===== src/rtl/calc_seq_engine.sv =====
// calc_seq_engine
//   Sequential calculator engine between board buttons/switches and the display.
//   The user steps through operand A, operand B and opcode entry. The selected
//   operation is then computed, and the answer is shown.
//   Each button passes through a synchroniser, a debouncer and an edge detector,
//   which turns it into a single-cycle pulse.
//   Multiply uses shift-add and divide/modulo use restoring division, each
//   taking WIDTH cycles. All other operations finish in one cycle.
// Ports
//   clk, rst_n          clock, synchronous active-low reset
//   btn_prev, btn_next  raw asynchronous push buttons
//   sw, op_sel          operand switches and opcode entry
//   num_a, num_b        latched operands
//   op_code             latched opcode
//   stage               0 ENTER_A, 1 ENTER_B, 2 ENTER_OP, 3 COMPUTE, 4 SHOW
//   result              2*WIDTH-bit answer, updated only on completion
//   is_negative         SUB gave a negative value (result holds magnitude)
//   div_by_zero         DIV/MOD attempted with num_b == 0
//   busy, done          busy in COMPUTE; done pulses once on COMPUTE->SHOW
module calc_seq_engine #(
    parameter int unsigned WIDTH           = 16,
    parameter int unsigned DEBOUNCE_CYCLES = 4
) (
    input  logic                 clk,
    input  logic                 rst_n,
    input  logic                 btn_prev,
    input  logic                 btn_next,
    input  logic [WIDTH-1:0]     sw,
    input  logic [2:0]           op_sel,
    output logic [WIDTH-1:0]     num_a,
    output logic [WIDTH-1:0]     num_b,
    output logic [2:0]           op_code,
    output logic [2:0]           stage,
    output logic [2*WIDTH-1:0]   result,
    output logic                 is_negative,
    output logic                 div_by_zero,
    output logic                 busy,
    output logic                 done
);
    localparam int unsigned CntW  = (DEBOUNCE_CYCLES > 1) ? $clog2(DEBOUNCE_CYCLES) : 1;
    localparam int unsigned IterW = $clog2(WIDTH);
    localparam logic [CntW-1:0]  CntMax   = CntW'(DEBOUNCE_CYCLES - 1);
    localparam logic [IterW-1:0] IterLast = IterW'(WIDTH - 1);

    localparam logic [2:0] OpAdd = 3'd0;
    localparam logic [2:0] OpSub = 3'd1;
    localparam logic [2:0] OpMul = 3'd2;
    localparam logic [2:0] OpDiv = 3'd3;
    localparam logic [2:0] OpMod = 3'd4;
    localparam logic [2:0] OpAnd = 3'd5;
    localparam logic [2:0] OpOr  = 3'd6;
    localparam logic [2:0] OpXor = 3'd7;

    typedef enum logic [2:0] {
        StEnterA  = 3'd0,
        StEnterB  = 3'd1,
        StEnterOp = 3'd2,
        StCompute = 3'd3,
        StShow    = 3'd4
    } stage_e;

    // ---------------- button conditioning (bit 0 = prev, bit 1 = next) ----------------
    logic [1:0]           raw;
    logic [1:0]           sync1_q, sync2_q;
    logic [1:0]           level_q, level_d, level_dly_q;
    logic [1:0][CntW-1:0] cnt_q, cnt_d;
    logic [1:0]           pulse;
    logic                 prev_p, next_p;

    assign raw = {btn_next, btn_prev};

    always_comb begin
        level_d = level_q;
        cnt_d   = cnt_q;
        for (int i = 0; i < 2; i++) begin
            if (sync2_q[i] == level_q[i]) begin
                cnt_d[i] = '0;
            end else if (cnt_q[i] == CntMax) begin
                level_d[i] = sync2_q[i];
                cnt_d[i]   = '0;
            end else begin
                cnt_d[i] = cnt_q[i] + 1'b1;
            end
        end
    end

    assign pulse  = level_q & ~level_dly_q;
    // Simultaneous prev+next cancel each other.
    assign prev_p = pulse[0] & ~pulse[1];
    assign next_p = pulse[1] & ~pulse[0];

    // ---------------- stage sequencer and datapath ----------------
    stage_e               stage_q, stage_d;
    logic [WIDTH-1:0]     num_a_q, num_a_d, num_b_q, num_b_d;
    logic [2:0]           op_code_q, op_code_d;
    logic [2*WIDTH-1:0]   result_q, result_d;
    logic                 neg_q, neg_d, dbz_q, dbz_d, done_q, done_d;
    logic [IterW-1:0]     iter_q, iter_d;
    // acc: MUL partial product / DIV remainder; mcand: shifted multiplicand;
    // quo: MUL multiplier bits / DIV dividend-in, quotient-out shift register.
    logic [2*WIDTH-1:0]   acc_q, acc_d, mcand_q, mcand_d;
    logic [WIDTH-1:0]     quo_q, quo_d;

    logic [2*WIDTH-1:0]   acc_sum;
    logic [WIDTH:0]       rem_sh, rem_trial, rem_n;
    logic                 rem_ge;
    logic [WIDTH-1:0]     quo_n;
    logic                 fin;
    logic [2*WIDTH-1:0]   fin_val;

    always_comb begin
        acc_sum   = acc_q + (quo_q[0] ? mcand_q : '0);
        rem_sh    = {acc_q[WIDTH-1:0], quo_q[WIDTH-1]};
        rem_trial = rem_sh - {1'b0, num_b_q};
        rem_ge    = (rem_sh >= {1'b0, num_b_q});
        rem_n     = rem_ge ? rem_trial : rem_sh;
        quo_n     = {quo_q[WIDTH-2:0], rem_ge};
    end

    always_comb begin
        stage_d   = stage_q;
        num_a_d   = num_a_q;
        num_b_d   = num_b_q;
        op_code_d = op_code_q;
        result_d  = result_q;
        neg_d     = neg_q;
        dbz_d     = dbz_q;
        done_d    = 1'b0;
        iter_d    = iter_q;
        acc_d     = acc_q;
        mcand_d   = mcand_q;
        quo_d     = quo_q;
        fin       = 1'b0;
        fin_val   = '0;

        unique case (stage_q)
            StEnterA: begin
                if (next_p) begin
                    num_a_d = sw;
                    stage_d = StEnterB;
                end
            end
            StEnterB: begin
                if (next_p) begin
                    num_b_d = sw;
                    stage_d = StEnterOp;
                end else if (prev_p) begin
                    stage_d = StEnterA;
                end
            end
            StEnterOp: begin
                if (next_p) begin
                    op_code_d = op_sel;
                    stage_d   = StCompute;
                    neg_d     = 1'b0;
                    dbz_d     = 1'b0;
                    iter_d    = '0;
                    acc_d     = '0;
                    mcand_d   = {{WIDTH{1'b0}}, num_a_q};
                    quo_d     = (op_sel == OpMul) ? num_b_q : num_a_q;
                end else if (prev_p) begin
                    stage_d = StEnterB;
                end
            end
            StCompute: begin
                iter_d = iter_q + 1'b1;
                unique case (op_code_q)
                    OpAdd: begin
                        fin     = 1'b1;
                        fin_val = {{WIDTH{1'b0}}, num_a_q} + {{WIDTH{1'b0}}, num_b_q};
                    end
                    OpSub: begin
                        fin = 1'b1;
                        if (num_a_q >= num_b_q) begin
                            fin_val = {{WIDTH{1'b0}}, num_a_q - num_b_q};
                        end else begin
                            fin_val = {{WIDTH{1'b0}}, num_b_q - num_a_q};
                            neg_d   = 1'b1;
                        end
                    end
                    OpMul: begin
                        acc_d   = acc_sum;
                        mcand_d = mcand_q << 1;
                        quo_d   = quo_q >> 1;
                        fin     = (iter_q == IterLast);
                        fin_val = acc_sum;
                    end
                    OpDiv, OpMod: begin
                        if (num_b_q == '0) begin
                            fin     = 1'b1;
                            fin_val = '0;
                            dbz_d   = 1'b1;
                        end else begin
                            acc_d   = {{(WIDTH-1){1'b0}}, rem_n};
                            quo_d   = quo_n;
                            fin     = (iter_q == IterLast);
                            fin_val = (op_code_q == OpDiv) ? {{WIDTH{1'b0}}, quo_n}
                                                           : {{(WIDTH-1){1'b0}}, rem_n};
                        end
                    end
                    OpAnd: begin
                        fin     = 1'b1;
                        fin_val = {{WIDTH{1'b0}}, num_a_q & num_b_q};
                    end
                    OpOr: begin
                        fin     = 1'b1;
                        fin_val = {{WIDTH{1'b0}}, num_a_q | num_b_q};
                    end
                    OpXor: begin
                        fin     = 1'b1;
                        fin_val = {{WIDTH{1'b0}}, num_a_q ^ num_b_q};
                    end
                    default: ;
                endcase
                if (fin) begin
                    result_d = fin_val;
                    stage_d  = StShow;
                    done_d   = 1'b1;
                end
            end
            StShow: begin
                if (next_p) begin
                    stage_d = StEnterA;
                end else if (prev_p) begin
                    stage_d = StEnterOp;
                end
            end
            default: stage_d = StEnterA;
        endcase
    end

    always_ff @(posedge clk) begin
        if (!rst_n) begin
            sync1_q     <= '0;
            sync2_q     <= '0;
            level_q     <= '0;
            level_dly_q <= '0;
            cnt_q       <= '0;
            stage_q     <= StEnterA;
            num_a_q     <= '0;
            num_b_q     <= '0;
            op_code_q   <= '0;
            result_q    <= '0;
            neg_q       <= 1'b0;
            dbz_q       <= 1'b0;
            done_q      <= 1'b0;
            iter_q      <= '0;
            acc_q       <= '0;
            mcand_q     <= '0;
            quo_q       <= '0;
        end else begin
            sync1_q     <= raw;
            sync2_q     <= sync1_q;
            level_q     <= level_d;
            level_dly_q <= level_q;
            cnt_q       <= cnt_d;
            stage_q     <= stage_d;
            num_a_q     <= num_a_d;
            num_b_q     <= num_b_d;
            op_code_q   <= op_code_d;
            result_q    <= result_d;
            neg_q       <= neg_d;
            dbz_q       <= dbz_d;
            done_q      <= done_d;
            iter_q      <= iter_d;
            acc_q       <= acc_d;
            mcand_q     <= mcand_d;
            quo_q       <= quo_d;
        end
    end

    assign num_a       = num_a_q;
    assign num_b       = num_b_q;
    assign op_code     = op_code_q;
    assign stage       = stage_q;
    assign result      = result_q;
    assign is_negative = neg_q;
    assign div_by_zero = dbz_q;
    assign busy        = (stage_q == StCompute);
    assign done        = done_q;

endmodule


===== config.mk =====
export PLATFORM = sky130hd
export DESIGN_NAME = calc_seq_engine
export DESIGN_NICKNAME = d
export VERILOG_FILES = /design/src/rtl/calc_seq_engine.sv
export SDC_FILE = /design/constraint.sdc
export NUM_CORES = 1
export LEC_CHECK = 0
export BUFFER_PORTS_ARGS = -buffer_cell sky130_fd_sc_hd__buf_2
export CAP_MARGIN = 20
export CORE_ASPECT_RATIO = 0.7
export CORE_MARGIN = 3
export CORE_UTILIZATION = 40
export CTS_CLUSTER_SIZE = 30
export DETAILED_ROUTE_END_ITERATION = 8
export GPL_TIMING_DRIVEN = 0
export SETUP_SLACK_MARGIN = 0.4
export SLEW_MARGIN = 20
export SYNTH_ARGS = -nofsm -noshare
export SYNTH_HDL_FRONTEND = slang
export SYNTH_SLANG_ARGS = --single-unit

===== constraint.sdc =====
create_clock -name clk -period 4.1 [get_ports clk]
set_input_delay 0.205 -clock clk [delete_from_list [all_inputs] [get_ports clk]]
set_output_delay 0.205 -clock clk [all_outputs]
set_load 0.05 [all_outputs]

* Word-level counts from Yosys, hierarchy flattened
Cells that the tools add are included.
Word-level totals: latch bits 0, register bits 169, memory bits (read-only) 0, logic and storage cells 132, input bits 23, memory bits (writable) 0, memories kept 0
Operators by class: reductions and logical operators 21, multiply operators 0, shifts and indexed selects 0, bitwise gates (word level) 12, add/subtract/negate cells 8, equality and inequality tests 30, div/mod/pow operators 0, mux-type cells 40, order comparisons 2
Operator list (number):
- one-hot mux 32 bit (7 select lines) | 1
- one-hot mux 32 bit (2 select lines) | 3
- two-way mux 32 bit | 5
- two-way mux 16 bit | 4
- one-hot mux 16 bit (2 select lines) | 2
- two-way mux 17 bit | 3
- adder 32 bit | 1
- subtractor 16 bit | 2
- two-way mux 3 bit | 8
- adder 16 x 16 -> 17 bit | 1
- >= comparator 17 x 16 -> 1 bit | 1
- subtractor 17 x 16 -> 17 bit | 1
- bitwise AND 16 bit | 1
- >= comparator 16 bit | 1
- logical NOT 16 bit | 1
- OR 16 bit | 1
- AND reduction 2 bit | 8
- bitwise XOR 16 bit | 1
- == test 3 x 2 -> 1 bit (second input constant) | 5
- == test 3 bit (second input constant) | 5
- one-hot mux 3 bit (5 select lines) | 1
- != test 3 bit (second input constant) | 4
- AND reduction 4 bit | 3
- != test 2 x 1 -> 1 bit (second input constant) | 5
- other kinds (24) | 45

* Longest topological paths before layout
word-level depth 7, gate-level depth with buffers 16

* Least setup slack after synthesis
No wires, ideal clock.
path kind flip-flop to flip-flop, start point reg num_b_q[1], in the netlist num_b[1], end point reg result_q[9], in the netlist result[9], cell stages (with the launch flop) 15, arrival time 3.402 ns, path slack 0.575 ns, library setup time 0.123 ns, required time 3.977 ns, path through dfxtp_1 > inv_1 > ha_1 > nor2b_1 > o31a_1 > or3_1 > a21oi_2 > o21ai_1 > a21o_1 > buf_6 > buf_6 > mux2i_1 > o21ai_0 > a221oi_1 > nor2_1
On the way: word-level cells in the longest chain between the ends 5
RTL lines:
- from (decl) | RTL line 94 | logic [WIDTH-1:0] num_a_q, num_a_d, num_b_q, num_b_d;
- from (signal assigned) | RTL line 259 | num_b_q <= num_b_d;
- subtractor 17 x 16 -> 17 bit, or another cell as far along | RTL line 114 | rem_trial = rem_sh - {1'b0, num_b_q};
- two-way mux 17 bit / two-way mux 1 bit (equally long branches) | RTL line 116, 189
- two-way mux 17 bit / one-hot mux 1 bit (3 select lines) (equally long branches) | RTL line 197, 167
- two-way mux 17 bit / two-way mux 1 bit (equally long branches) | RTL line 189, 136
- one-hot mux 32 bit (7 select lines) / AND reduction 2 bit (equally long branches)
- to (signal assigned) | RTL line 261 | result_q <= result_d;
- to (decl) | RTL line 96 | logic [2*WIDTH-1:0] result_q, result_d;
Parallel ways exist; a longest one is shown, timed or not. The select of a mux whose other input is x is not followed. A chain may end at the register's enable or synchronous reset.

* Final worst setup path
start point reg num_a_q[14], in the netlist num_a[14], end point reg result_q[5], in the netlist result[5]
On the way: word-level cells in the longest chain between the ends 3
RTL lines:
- from (decl) | RTL line 94
- from (signal assigned) | RTL line 258 | num_a_q <= num_a_d;
- >= comparator 16 bit | RTL line 174 | if (num_a_q >= num_b_q) begin
- two-way mux 16 bit | RTL line 174
- one-hot mux 32 bit (7 select lines) | RTL line 167 | unique case (op_code_q)
Every way passes these cells.

==> out/metrics.csv <==
stage,metric,value,unit
yosys,synth.area.top_cells,"dfxtp_1 (26%), ha_1 (11%), nand2_1 (7.0%), a21oi_1 (4.4%), o21ai_0 (3.8%)",
floorplanning,start_util,41.4,%
yosys,ys.warnings.count,0,
final_layout,fin_cells,2302,
power_and_ir_drop,switching_power,0.862,mW
final_layout,drive_above_1_share,16.7,%
clock_network,numCtsBuffers,17,
yosys,avgSynthCellArea,7.71,um^2
clock_network,clockBufferDepth,2,
setup_path,critPathKind,reg2reg,
power_and_ir_drop,power_density,224,mW/mm^2
route,wire_per_inst,24.0,um
clock_network,clock_sinks,169,
final_layout,multi_input_area,0.00933,mm^2
route,routed_wl,55400,um
min_path,hold_path_end,num_b[12],
setup_path,rr_startpoint,num_a[14],
grt,grt_overflow_total,0,
placement,gp_congestion,1.00,
setup_path,endpoint_kind,flip-flop,
floorplanning,die_y,158,um
power_and_ir_drop,p_leak,6.32,nW
grt,grt_pass1_vias,12700,
placement,place_hpwl,43700,um
yosys,ys_top_cells_by_count,"nand2_1 (244), dfxtp_1 (169), nor2_1 (120)",
yosys,netlist.area_leader.share,25.7,%
placement,io_buffers,95,
grt,grt_max_degree,17,
setup_path,worstPathArrival,4.06,ns
floorplanning,core_area,0.0318,mm^2
final_layout,antenna_cells,0,
floorplanning,num_rows,54,
yosys,synth.distinct_cells,89,
yosys,async_flop_share,0,%
yosys,synth_edf_count,0,
yosys,syn_inst,1705,
timing,finalCriticalPeriod,3.73,ns
route,route.detailed.drc,0,
run_status,status,finished clean,
power_and_ir_drop,power,3.48,mW
setup_path,r2r_slack,0.37,ns
timing,max_freq,268,MHz
clock_network,cts_tree,yes,
route,via_count,14000,
timing,period_share,90.9,%
power_and_ir_drop,irDropWorstVdd,0.253,mV
clock_network,root_buffer,clkbuf_16,
grt,antenna_found_initial,1,
power_and_ir_drop,comb_power_share,3.2,%
final_layout,fill_cells,3189,
final_layout,nets,2011,
setup_path,cp_slowest_stage_delay,0.52,ns
power_and_ir_drop,clockPowerShare,49.8,%
power_and_ir_drop,internal_power,2.62,mW
setup_path,crit_path_cell_trace,"inv_1, ha_1, clkbuf_1, o21bai_1, a21oi_1, nand2_4, buf_6, mux2_1, a21oi_2, xnor2_1, a221oi_2, nor2_1",
clock_network,clk_pin_slew,0.08,ns
placement,dp_slack,-0.404,ns
timing,rsz0062_at_grt,true,
timing,maxSlewViolCount,0,
grt,grt_pass1_wl,80900,um
setup_path,cp_slowest_cell,dfxtp_1,
yosys,synthFlopType,dfxtp_1,
route,dr.pass1.iters,6,
setup_path,worstPathRequired,4.43,ns
placement,dp.cells,2220,
clock_network,clk_latency,0.47,ns
yosys,yosys.area.top_type,dfxtp_1,
timing,max_slew_margin,26.7,%
final_layout,design_area,0.0156,mm^2
final_layout,ff_latch_area,0.00344,mm^2
min_path,holdPathStages,3,
yosys,ys_ff_latch,169,
floorplanning,die_w,223,um
timing,worst_pin_slew,1.09,ns
power_and_ir_drop,sequentialPowerShare,47.0,%
final_layout,fin_util,49.0,%
route,ant_nets,0,
timing,worst_slack,0.372,ns
floorplanning,ios,97,
yosys,syn_area,0.0131,mm^2
setup_path,crit_path_start,num_a[14],
min_path,hp-start,sw[12],
setup_path,setup.worst_path.start_class,flip-flop,
placement,placed_cell_area,0.0142,mm^2
yosys,yosysSeqAreaShare,25.7,%
timing,hold_viol_final,0,
setup_path,rr_worst_depth,12,
clock_network,cts_max_level,4,
yosys,yosysMostFrequentCell,nand2_1,
floorplanning,die_area,0.0351,mm^2
timing,finalSetupViolations,0,
final_layout,area_growth,18.5,%
grt,track_usage,30.8,%
route,drtIter0Drc,1878,
setup_path,r2r-end,result[5],
timing,finClkSkew,0.0256,ns
route,avgViaCountPerCell,6.09,
yosys,syn_nets,1847,
timing,tns,0,ns
min_path,hold_class,in2reg,
timing,holdWs,0.00597,ns
setup_path,critPathMaxFanout,10,
power_and_ir_drop,sw_frac_of_total,24.7,%
flow_run,cap_violations,0,
## metal layers
layer / share of wire, % / up-vias / global-route usage [%]
li1: - / 6435 / -
met2: 37 / 745 / 40.6
met3: 13 / 81 / 9.60
met4: 2.3 / 2 / 8.05
met5: 0.023 / - / 0
met1: 48 / 6746 / 47.2
## worst max path at each step
stage / slack (ns) / to / depth (start not counted)
finish: 0.37 / result[5] / 12
global route: 0.35 / result[5] / 12
CTS: 0.32 / result[0] / 13
detailed placement: -0.40 / result[5] / 14
global placement: -0.42 / result[5] / 14
floorplan: 0.58 / result[9] / 14
## flip-flops by register name (all words and copies together), names as in the netlist, 3 cells and up
name	flops
acc_q	32
cnt_q	4
iter_q	4
mcand_q	32
num_a	16
num_b	16
op_code	3
quo_q	16
result	32
stage	3
## critical path: cells and delay by family, from the launching register on
family	cells	cell delay, ns
multiplexers	1	0.37
flip-flops	1	0.52
buffers and inverters	3	0.85
AO/OA/AOI/OAI	4	1.15
AND/OR/NAND/NOR	2	0.22
adder cells (fa/ha/maj)	1	0.37
XOR/XNOR	1	0.09
## layout make-up
type	count	share of cell area, %
clock inverters	13	0.980
inverters	70	1.88
plain buffers	105	2.99
well taps	420	3.37
multi-input cells	1361	59.9
flip-flops and latches	169	22.1
clock buffers	19	2.91
repair buffers	145	5.83
## placed cells by master, fill, tap and decap left out, types with 17 or more instances in the layout
cell,n
a211oi_1,29
a21boi_0,50
a21oi_1,109
a22oi_1,22
a311oi_1,17
and2_1,47
buf_2,110
buf_4,32
clkbuf_1,68
clkbuf_16,17
dfxtp_1,144
dlygate4sd3_1,18
ha_1,111
inv_1,56
mux2_2,18
mux2i_1,26
nand2_1,243
nand3_1,45
nor2_1,119
nor2b_1,49
nor3_1,28
o211ai_1,27
o21ai_0,95
xnor2_1,45
xor2_1,17
## power groups by stage
stage               combinational, mW  sequential (mW)  clock (mW)
finish                          0.111             1.64        1.73
global route                    0.118             1.64        1.82
CTS                             0.109             1.64        1.75
detailed placement             0.0956             1.68           0
global placement               0.0958             1.68           0
floorplan                      0.0463             1.69           0
## repair_timing
| action | 4_1_cts | 5_1_grt |
|---|---|---|
| endpoints found under the setup margin | 34 | 64 |
| endpoints found under the hold margin | 28 | 0 |
| gates resized for setup | 39 | 75 |
| pin swaps | 4 | 9 |
| buffers inserted | 5 | 27 |
| hold buffers | 18 | 0 |
## cell families (layout without fill, tap and decap cells)
| logic type | after synthesis | in the layout | synth area share (%) |
|---|---|---|---|
| buffers and inverters | 175 | 352 | 5.45 |
| adders and majority gates | 119 | 119 | 11.6 |
| xor gates and xnor gates | 64 | 64 | 4.26 |
| muxes | 48 | 48 | 3.87 |
| DFF | 169 | 169 | 25.7 |
| and+or+nand+nor | 616 | 616 | 22.0 |
| AOI/OAI and AO/OA | 514 | 514 | 27.0 |
No activity file was read; power rests on OpenSTA's default activity.
